[src/rtl/la_pkg.sv]
// Shared definitions for the logic-analyzer capture read-out path.
package la_pkg;

  // Read-out states. The top sequences IDLE/FETCH/LATCH and uses START for
  // "word in flight". The byte transmitter walks START/DATA/STOP per frame.
  typedef enum logic [2:0] {
    ST_IDLE  = 3'd0,
    ST_FETCH = 3'd1,
    ST_LATCH = 3'd2,
    ST_START = 3'd3,
    ST_DATA  = 3'd4,
    ST_STOP  = 3'd5
  } la_state_e;

  localparam int LA_WORD_BITS      = 32;
  localparam int LA_BYTES_PER_WORD = 4;
  localparam int UART_FRAME_BITS   = 10;

endpackage

[src/rtl/uart_byte_tx.sv]
// UART 8N1 byte transmitter. i_start is accepted when idle or during the last
// cycle of a stop bit, so consecutive frames run back-to-back with no gap.
// o_done is high exactly during the last cycle of the stop bit, giving the
// caller one cycle to present the next byte together with i_start.
module uart_byte_tx
  import la_pkg::*;
#(
  parameter int CLKS_PER_BIT = 434
) (
  input  logic       i_clk,
  input  logic       _mrst,
  input  logic       i_start,
  input  logic [7:0] i_byte,
  output logic       o_tx,
  output logic       o_done
);

  localparam int CNT_W = (CLKS_PER_BIT > 1) ? $clog2(CLKS_PER_BIT) : 1;
  localparam logic [CNT_W-1:0] CNT_LAST = CNT_W'(CLKS_PER_BIT - 1);
  localparam logic [CNT_W-1:0] CNT_PRE  = CNT_W'(CLKS_PER_BIT - 2);

  la_state_e        r_state;
  logic [CNT_W-1:0] r_cnt;
  logic [2:0]       r_bit;
  logic [7:0]       r_shift;

  // Frame FSM: bit-period counter, LSB-first shifter and registered line level.
  always_ff @(posedge i_clk or negedge _mrst) begin
    if (!_mrst) begin
      r_state <= ST_IDLE;
      r_cnt   <= '0;
      r_bit   <= '0;
      r_shift <= '0;
      o_tx    <= 1'b1;
      o_done  <= 1'b0;
    end else begin
      o_done <= 1'b0;
      case (r_state)
        ST_START: begin
          if (r_cnt == CNT_LAST) begin
            r_cnt   <= '0;
            r_bit   <= '0;
            r_state <= ST_DATA;
            o_tx    <= r_shift[0];
          end else begin
            r_cnt <= r_cnt + 1'b1;
          end
        end
        ST_DATA: begin
          if (r_cnt == CNT_LAST) begin
            r_cnt   <= '0;
            r_shift <= {1'b0, r_shift[7:1]};
            if (r_bit == 3'd7) begin
              r_state <= ST_STOP;
              o_tx    <= 1'b1;
            end else begin
              r_bit <= r_bit + 1'b1;
              o_tx  <= r_shift[1];
            end
          end else begin
            r_cnt <= r_cnt + 1'b1;
          end
        end
        ST_STOP: begin
          if (r_cnt == CNT_LAST) begin
            r_cnt <= '0;
            if (i_start) begin
              r_shift <= i_byte;
              r_state <= ST_START;
              o_tx    <= 1'b0;
            end else begin
              r_state <= ST_IDLE;
              o_tx    <= 1'b1;
            end
          end else begin
            r_cnt  <= r_cnt + 1'b1;
            o_done <= (r_cnt == CNT_PRE);
          end
        end
        default: begin
          o_tx <= 1'b1;
          if (i_start) begin
            r_shift <= i_byte;
            r_cnt   <= '0;
            r_state <= ST_START;
            o_tx    <= 1'b0;
          end else begin
            r_state <= ST_IDLE;
          end
        end
      endcase
    end
  end

endmodule

[src/rtl/capture_uart_reader.sv]
// Drains the capture FIFO (normal, non-show-ahead read) and sends each 32-bit
// word as four big-endian UART bytes. Timing from the IDLE edge k that sees
// the fetch condition: rdreq high k..k+1, data latched at k+2, start bit
// after k+3, last stop bit ends at k+3+40*CLKS_PER_BIT.
module capture_uart_reader
  import la_pkg::*;
#(
  parameter int CLKS_PER_BIT = 434
) (
  input  logic        i_clk,
  input  logic        _mrst,
  input  logic        i_enable,
  input  logic        i_empty,
  input  logic [31:0] i_data,
  output logic        o_rdreq,
  output logic        o_tx,
  output logic        o_busy,
  output logic [15:0] o_words_sent
);

  localparam logic [1:0] LAST_IDX = 2'(LA_BYTES_PER_WORD - 1);

  la_state_e               r_state;
  logic [LA_WORD_BITS-1:0] r_word;
  logic [1:0]              r_byte_idx;
  logic                    r_first;
  logic                    r_rdreq;
  logic                    r_busy;
  logic [15:0]             r_words_sent;

  logic       w_done;
  logic       w_start;
  logic       w_tx;
  logic [7:0] w_byte;

  // The word is shifted left as each byte is handed over, so the next byte
  // to send is always the top eight bits.
  assign w_byte  = r_word[LA_WORD_BITS-1 -: 8];
  assign w_start = r_first |
                   ((r_state == ST_START) && w_done && (r_byte_idx != LAST_IDX));

  assign o_rdreq      = r_rdreq;
  assign o_busy       = r_busy;
  assign o_words_sent = r_words_sent;
  assign o_tx         = w_tx;

  // Word-level FSM: fetch, latch, byte sequencing and the sent-word counter.
  always_ff @(posedge i_clk or negedge _mrst) begin
    if (!_mrst) begin
      r_state      <= ST_IDLE;
      r_word       <= '0;
      r_byte_idx   <= '0;
      r_first      <= 1'b0;
      r_rdreq      <= 1'b0;
      r_busy       <= 1'b0;
      r_words_sent <= '0;
    end else begin
      r_rdreq <= 1'b0;
      r_first <= 1'b0;
      if (w_start) begin
        r_word <= r_word << 8;
      end
      case (r_state)
        ST_IDLE: begin
          if (i_enable && !i_empty) begin
            r_state <= ST_FETCH;
            r_rdreq <= 1'b1;
            r_busy  <= 1'b1;
          end
        end
        ST_FETCH: begin
          r_state <= ST_LATCH;
        end
        ST_LATCH: begin
          r_word     <= i_data;
          r_byte_idx <= '0;
          r_first    <= 1'b1;
          r_state    <= ST_START;
        end
        ST_START: begin
          if (w_done) begin
            if (r_byte_idx == LAST_IDX) begin
              r_state      <= ST_IDLE;
              r_busy       <= 1'b0;
              r_words_sent <= r_words_sent + 16'd1;
            end else begin
              r_byte_idx <= r_byte_idx + 2'd1;
            end
          end
        end
        default: begin
          r_state <= ST_IDLE;
          r_busy  <= 1'b0;
        end
      endcase
    end
  end

  uart_byte_tx #(
    .CLKS_PER_BIT(CLKS_PER_BIT)
  ) u_byte_tx (
    .i_clk  (i_clk),
    ._mrst  (_mrst),
    .i_start(w_start),
    .i_byte (w_byte),
    .o_tx   (w_tx),
    .o_done (w_done)
  );

endmodule
[config.mk]
export PLATFORM = sky130hd
export DESIGN_NAME = capture_uart_reader
export DESIGN_NICKNAME = d
export VERILOG_FILES = /design/src/rtl/la_pkg.sv /design/src/rtl/uart_byte_tx.sv /design/src/rtl/capture_uart_reader.sv
export SDC_FILE = /design/constraint.sdc
export NUM_CORES = 1
export LEC_CHECK = 0
export ABC_AREA = 1
export CORE_MARGIN = 3
export CORE_UTILIZATION = 25
export DETAILED_ROUTE_END_ITERATION = 8
export PLACE_DENSITY_LB_ADDON = 0.12
export REMOVE_ABC_BUFFERS = 1
export SETUP_SLACK_MARGIN = 0.2
export SLEW_MARGIN = 25
export SYNTH_ARGS = -nofsm -noshare
export SYNTH_HDL_FRONTEND = slang
export SYNTH_SLANG_ARGS = --single-unit
[constraint.sdc]
create_clock -name i_clk -period 1.85 [get_ports i_clk]
set_input_delay 0.185 -clock i_clk [delete_from_list [all_inputs] [get_ports i_clk]]
set_output_delay 0.185 -clock i_clk [all_outputs]
set_load 0.03 [all_outputs]
# Word-level counts from Yosys, hierarchy flattened
# Index checks and enable logic that the tools add are counted.
classes:
  add_sub_neg: 4
  eq_ne: 20
  mux: 41
  bitwise_logic: 3
  reduce_logical: 19
op_table:
  columns: ["op", "count"]
  rows:
  - ["$mux W32", 2]
  - ["$mux W3", 10]
  - ["$mux W9", 3]
  - ["$mux W8", 3]
  - ["$pmux W8 S3", 1]
  - ["$eq A9 B9 Y1 const B", 2]
  - ["$add A16 B1 Y16 const B", 1]
  - ["$reduce_and A3 Y1", 5]
  - ["$mux W1", 13]
  - ["$ne A2 B1 Y1 const B", 6]
  - ["$pmux W3 S4", 1]
  - ["$reduce_and A4 Y1", 3]
  - ["$add A9 B1 Y9 const B", 1]
  - ["$eq A3 B2 Y1 const B", 3]
  - ["$eq A3 B3 Y1 const B", 3]
  - ["$pmux W3 S3", 1]
  - ["$ne A2 B2 Y1 const B", 4]
  - ["$reduce_bool A2 Y1", 4]
  - ["$mux W2", 3]
  - ["$pmux W1 S3", 2]
  - ["$pmux W3 S2", 1]
  - ["$pmux W2 S2", 1]
  - ["$add A3 B1 Y3 const B", 1]
  - ["$eq A3 B1 Y1 const B", 1]
  - ["other kinds (9)", 12]
word_totals:
  register_bits: 81
  input_bits: 36
  output_inout_bits: 19

# Longest topological paths before layout
# Gate-level depths: netlist (run 1).
logic_depth:
  depth_word: 7
  mapped_depth: 10
  ltp_nobuf: 9

# Hierarchy
# A second synthesis (run 1) with hierarchy kept.
hier_totals:
  cells_unflattened: 489
  area_unflattened_um2: 4018.9
modules_own_cells:
  columns: ["mod", "instances", "cells_each", "area_each_um2"]
  rows:
  - ["capture_uart_reader", 1, 291, 2573.7]
  - ["uart_byte_tx", 1, 198, 1445.1]

# Worst setup path before layout (run 1)
# Ideal clock, no wire load.
synth_timing:
  path_kind: "register -> register"
  from: "register r_words_sent[0] (netlist: o_words_sent[0])"
  to: "register r_words_sent[12] (netlist: o_words_sent[12])"
  setup_time_ns: 0.121
  t_arrival_ns: 1.350
  required_ns: 1.729
  slack_ns: 0.379
  path_stages_with_launch: 9
  n_path_buf: 0
  synth_period_minus_slack_ns: 1.471
  cell_sequence: "dfrtp_1 -> ha_1 -> inv_1 -> nor2_1 -> nand2_1 -> nor2_1 -> nand2_1 -> o21ai_1 -> nand2_1"
synth_via:
  elab_chain_len: 1
synth_lines:
  columns: ["element", "line", "text"]
  rows:
  - ["start, declared", "capture_uart_reader.sv:29", "logic [15:0] r_words_sent;"]
  - ["start signal, assigned", "capture_uart_reader.sv:85", "r_words_sent <= r_words_sent + 16'd1;"]
  - ["$add A16 B1 Y16", "capture_uart_reader.sv:85", null]
# Every way passes these cells.
# A chain may end at the register's enable or synchronous reset.

# Worst setup path in the final report (run 1)
layout_timing:
  from: "register r_words_sent[7] (netlist: o_words_sent[7])"
  to: "output o_words_sent[7]"
layout_rtl:
  columns: ["element", "line", "text"]
  rows:
  - ["end, declared", "capture_uart_reader.sv:18", "output logic [15:0] o_words_sent"]
# No word-level cell between the ends.

==> metrics.cfg, run 1 <==
[cts]
cts.sinks=80
cts_tree=done
clk_path_buf_depth=2
root_buffer=clkbuf_16
clk_pin_slew_ps=70
clkLatencyLatePin_ps=350
cts-buffers-inserted=9
htreeDepth=3

[pwr]
p_int_uw=3073
p_sw_share_pct=22.35
clockPowerShare_pct=50.3
p_comb_share_pct=4.1
p_leak_uw=0.002664
p_sw_uw=884.3
power_density_nw_per_um2=748.8
irDropWorstVdd_mv=0.4255
seq_power_share_pct=45.6

[placement]
pre_cts_ws_ps=267.2
io_buffers=54
post-dp-hpwl_um=6464
postPlaceCellArea_um2=4877
gp_congestion=0.7464

[synth]
synth_edf_count=0
ys_ff_latch=80
synth_area_um2=3990
synthCells=478
yosysMostFrequentCell=nand2_1
yosys_most_used_dff=dfrtp_1
synth_cell_type_count=32
synthTopCellsByArea=dfrtp_1, nand2_1, nand3_1
synth_top_area_share_pct=49.55
async_reset_ff_share_pct=100.0
synth_common_cells=nand2_1, dfrtp_1, nand3_1
yosys.area.top_type=dfrtp_1
avgSynthCellArea_um2=8.347
synth_seq_area_share_pct=50.20
ys_warn_count=0

[critical_path]
worst-endpoint-required_ps=1660
critical_path_class=reg2out
path_cells=clkdlybuf4s50_1
rr_startpoint=r_state[1]
cp.arrival_ps=1410
critPathLaunchType=flop
cp.depth=1
cp_num_buf_inv=1
endpoint=o_words_sent[7]
cp_slowest_stage_delay_ps=680
crit_slowest_cell=clkdlybuf4s50_1
rr_worst_depth=9
cp_max_fo=4
endpoint_kind=primary output
regToRegEndpoint=u_byte_tx.r_shift[7]
critPathLaunch=o_words_sent[7]
ff2ff_setup_slack_ps=320
cp_top_family=buffers and inverters

[detailed_routing]
drc=0
dr.pass1.iters=4
vias=3274
wl_per_cell_um=12.19
wl_um=9349
drt-initial-drc-count=177
avgViaCountPerCell=4.269
final_antenna_net_count=0

[final_layout]
fin_area_um2=5285
diodes=0
final_nets=597
area_growth_pct=32.46
fin_util_pct=34.26
drive_above_1_share_pct=12.41

[floorplan]
dieArea_um2=17510
ioPinCount=55
fp.dieH_um=132.3
fp.dieW_um=132.3
core-area_um2=15430
fp-row-count=45
start_util_pct=25.86

[timing]
worst_slack_ps=253.6
max_freq_mhz=626.4
min_period_ps=1596
fin_crit_sh_pct=86.29
finClkSkew_ps=7.608
hold_violations=0
final-max-slew-violation-count=0
relSlewSlack_pct=63.38
worst_slew_pin_slew_ps=549.3
setup_violations=0
rsz0062_at_grt=no
worst_hold_slack_ps=369.0

[global_route]
grt_overflow_total=0
grt_usage_pct=11.12
grt_pass1_vias=3262
grt_pass1_wl_um=15870
grt_max_degree=40
antenna_found_initial=0

[run_status]
status=finished clean

[worst_hold_path]
hp-class=in2async

[job]
timing.max_cap.violations=0

[cell type report]
cell class,instances,area (um^2)
clock buffer,9,225.2
clock inverter,7,101.3
fill,1635,10140
inverter,45,168.9
multi-input combinational,339,1763
sequential,80,2003
tap,211,264.0
timing repair buffer,76,759.5
[sequential cells by signal, summed over array words and instances, names as in the netlist]
| signal | cells |
|---|---|
| o_busy | 1 |
| r_word | 32 |
| r_state | 2 |
| r_first | 1 |
| u_byte_tx.o_tx | 1 |
| u_byte_tx.r_state | 3 |
| u_byte_tx.o_done | 1 |
| o_words_sent | 16 |
| o_rdreq | 1 |
| r_byte_idx | 2 |
| u_byte_tx.r_shift | 8 |
| u_byte_tx.r_bit | 3 |
| u_byte_tx.r_cnt | 9 |
[power groups by stage]
stage	combinational [uW]	sequential, uW	clock, uW
6_report	161	1800	1990
5_1_grt	186	1810	2130
4_1_cts	167	1800	2060
3_5_place_dp	166	1840	0
3_3_place_gp	163	1840	0
2_1_floorplan	35.8	1830	0
[cell families after synthesis]
family | after synthesis | synth area share [%]
AO/OA/AOI/OAI | 32 | 5.394
XOR/XNOR | 10 | 2.195
adder cells (fa/ha/maj) | 10 | 3.136
buffers and inverters | 59 | 5.989
flip-flops | 80 | 50.20
AND/OR/NAND/NOR | 287 | 33.08
[stage by stage]
stage | total power (uW) | cells | setup TNS [ps]
2_1_floorplan | 1868 | 464 | -24140
3_3_place_gp | 2000 | 746 | 0
3_5_place_dp | 2002 | 746 | 0
4_1_cts | 4035 | 763 | 0
5_1_grt | 4124 | 767 | 0
6_report | 3958 | 767 | 0
[cells in the final DEF, fill, tap and decap left out, drive strengths merged]
| master | instances |
|---|---|
| a21oi | 2 |
| a22o | 8 |
| a31o | 1 |
| buf | 22 |
| bufinv | 2 |
| clkbuf | 9 |
| clkdlybuf4s50 | 39 |
| clkinvlp | 2 |
| dfrtp | 79 |
| dfstp | 1 |
| dlygate4sd2 | 6 |
| dlygate4sd3 | 1 |
| dlymetal6s2s | 8 |
| ha | 10 |
| inv | 48 |
| nand2 | 165 |
| nand3 | 74 |
| nand3b | 1 |
| nand4 | 8 |
| nor2 | 35 |
| nor3 | 2 |
| o211ai | 1 |
| o21a | 2 |
| o21ai | 17 |
| o21bai | 1 |
| or2 | 2 |
| xnor2 | 4 |
| xor2 | 6 |
[worst min-delay path by stage]
stage / slack [ps] / depth (start not counted) / to / startpoint
final: 370 / 2 / u_byte_tx.r_cnt[3] / _mrst
after global placement: 220 / 1 / u_byte_tx.r_cnt[5] / _mrst
after floorplan: -110 / 0 / o_busy / _mrst
after global routing: 390 / 3 / o_rdreq / i_enable
after CTS: 360 / 3 / o_rdreq / i_enable
after detailed placement: 220 / 1 / u_byte_tx.r_cnt[4] / _mrst
[routing by layer]
metal | vias to the layer above | GRT usage, % | routed length [um]
met5 | - | 0 | 0
met4 | 0 | 2.771 | 103
met3 | 8 | 4.122 | 396
met2 | 53 | 18.09 | 4363
met1 | 1529 | 14.04 | 4485
li1 | 1684 | - | -
[timing repair]
item / in CTS / in global routing
setup endpoints to repair: 6 / 59
pin swaps: 0 / 1
buffers inserted: 0 / 3
endpoints found under the hold margin: 35 / 0
resized for setup: 6 / 20
hold buffers: 1 / 0
cloned: 0 / 1
No activity file was read; power rests on OpenSTA's default activity.
==> run 2, diff against run 1 <==
--- a/config.mk
+++ b/config.mk
@@ -8,6 +8,7 @@
 export ABC_AREA = 1
 export CORE_MARGIN = 3
 export CORE_UTILIZATION = 25
+export CTS_CLUSTER_SIZE = 30
 export DETAILED_ROUTE_END_ITERATION = 8
 export PLACE_DENSITY_LB_ADDON = 0.12
 export REMOVE_ABC_BUFFERS = 1
==> constraint.sdc (replaced) <==
create_clock -name i_clk -period 1.85 [get_ports i_clk]
set_input_delay 0.2775 -clock i_clk [delete_from_list [all_inputs] [get_ports i_clk]]
set_output_delay 0.2775 -clock i_clk [all_outputs]
set_load 0.03 [all_outputs]
==> run 2 against run 1 <==
Against the previous run:
- non-clock buffer count stayed put
- cell count stayed put
- die area is the same
- clock power up 3%
- setup slack worse by 2.1 ps
- wire length down 1.2%
- combinational power hardly changed
- global-route usage shrank 0.099 points
- first-iteration DRC count fell by 20%
- critical path depth stayed put
- critical path type unchanged
- largest cell class unchanged
==> metrics.cfg, run 2 (synthesized netlist as in run 1, its figures left out) <==
[critical_path]
cp_slowest_stage_delay_ps=660
cp_top_family=buffers and inverters
endpoint_kind=primary output
crit_slowest_cell=clkdlybuf4s50_1
critical_path_class=reg2out
path_cells=clkdlybuf4s50_1
cp_num_buf_inv=1
cp.arrival_ps=1320
cp_max_fo=1
worst-endpoint-required_ps=1570
critPathLaunchType=flop

[placement]
pre_cts_ws_ps=237.2
io_buffers=54
post-dp-hpwl_um=6311
gp_congestion=0.7688
postPlaceCellArea_um2=4855
dp.cells=743

[pwr]
irDropWorstVdd_mv=0.4653
power_density_nw_per_um2=756.7
p_leak_uw=0.002595

[floorplan]
fp.dieW_um=132.3
start_util_pct=25.86
ioPinCount=55
core-area_um2=15430
fp.dieH_um=132.3
dieArea_um2=17510
fp-row-count=45

[final_layout]
area_growth_pct=32.49
fin_area_um2=5286
final_nets=597
drive_above_1_share_pct=12.95
final_cell_mix=nand2_1, dfrtp_1, nand3_1
fin_util_pct=34.27
largest_reg_flops=32
fillerInstances=1618
diodes=0
largest-register=r_word
final_cells=767
final_common_cell=nand2_1

[detailed_routing]
avgViaCountPerCell=4.287
wl_um=9237
drt-initial-drc-count=141
wl_per_cell_um=12.04
drc=0
final_antenna_net_count=0
vias=3288
dr.pass1.iters=4

[cts]
htreeDepth=3
cts.sinks=80
cts_tree=done
clk_path_buf_depth=2
clk_pin_slew_ps=60
cts-buffers-inserted=9
root_buffer=clkbuf_16
clkLatencyLatePin_ps=340

[timing]
final-max-slew-violation-count=0
worst_slew_pin_slew_ps=442.8
worst_hold_slack_ps=427.1
worst_slack_ps=251.5
hold_violations=0
finClkSkew_ps=7.566
rsz0062_at_grt=yes
fin_crit_sh_pct=86.41
relSlewSlack_pct=70.48
max_freq_mhz=625.6
setup_violations=0
min_period_ps=1599

[worst_hold_path]
hp-class=in2async

[global_route]
grt_overflow_total=0
grt_pass1_vias=3341
grt_usage_pct=11.03
grt_max_degree=40
grt_pass1_wl_um=15860
antenna_found_initial=0

[run_status]
status=finished clean

[job]
timing.max_cap.violations=0

==> run 2: worst paths after layout <==
check | startpoint | to | slack (ps) | depth (start not counted)
worst max-delay path | o_rdreq | o_rdreq | 250 | 1
worst min-delay path | _mrst | u_byte_tx.r_cnt[8] | 430 | 2
worst max register to register | r_byte_idx[0] | r_word[0] | 310 | 8
worst min register to register | u_byte_tx.o_tx | u_byte_tx.o_tx | 460 | 2
max in group asynchronous | _mrst | r_word[16] | 860 | 3
min in group i_clk | u_byte_tx.o_tx | u_byte_tx.o_tx | 460 | 2
==> run 2: timing repair <==
item	in CTS	in global routing
resized for setup	18	14
buffers inserted	0	6
setup endpoints to repair	18	48
pin swaps	0	4
hold buffers	1	0
endpoints found under the hold margin	28	0
cloned	0	1
==> run 2: area by class of cell <==
type	instances	area (um^2)	area share, %
inverters	45	168.9	3.195
clock inverters	5	86.33	1.633
well taps	211	264.0	4.994
flip-flops and latches	80	2003	37.89
multi-input cells	339	1770	33.49
repair buffers	76	740.7	14.01
clock buffers	11	252.7	4.781
==> run 2: per-layer routing <==
metal  up-vias  global-route usage, %  routed length [um]
li1       1693                      -                   -
met3        15                  2.595                 333
met1      1524                  14.20                4554
met2        56                  17.39                4134
met5         -                      0                   0
met4         0                  5.427                 214
==> run 2: report_power, final <==
group	internal [uW]	switching (uW)
logic	90.6	68.1
registers	1780	19.2
clock network	1270	769
==> run 2: stage by stage <==
step                      TNS (ps)  total power, uW
after floorplan             -24140             1868
after global placement           0             1999
after detailed placement         0             2001
after CTS                        0             4073
after global routing             0             4172
final                            0             4000
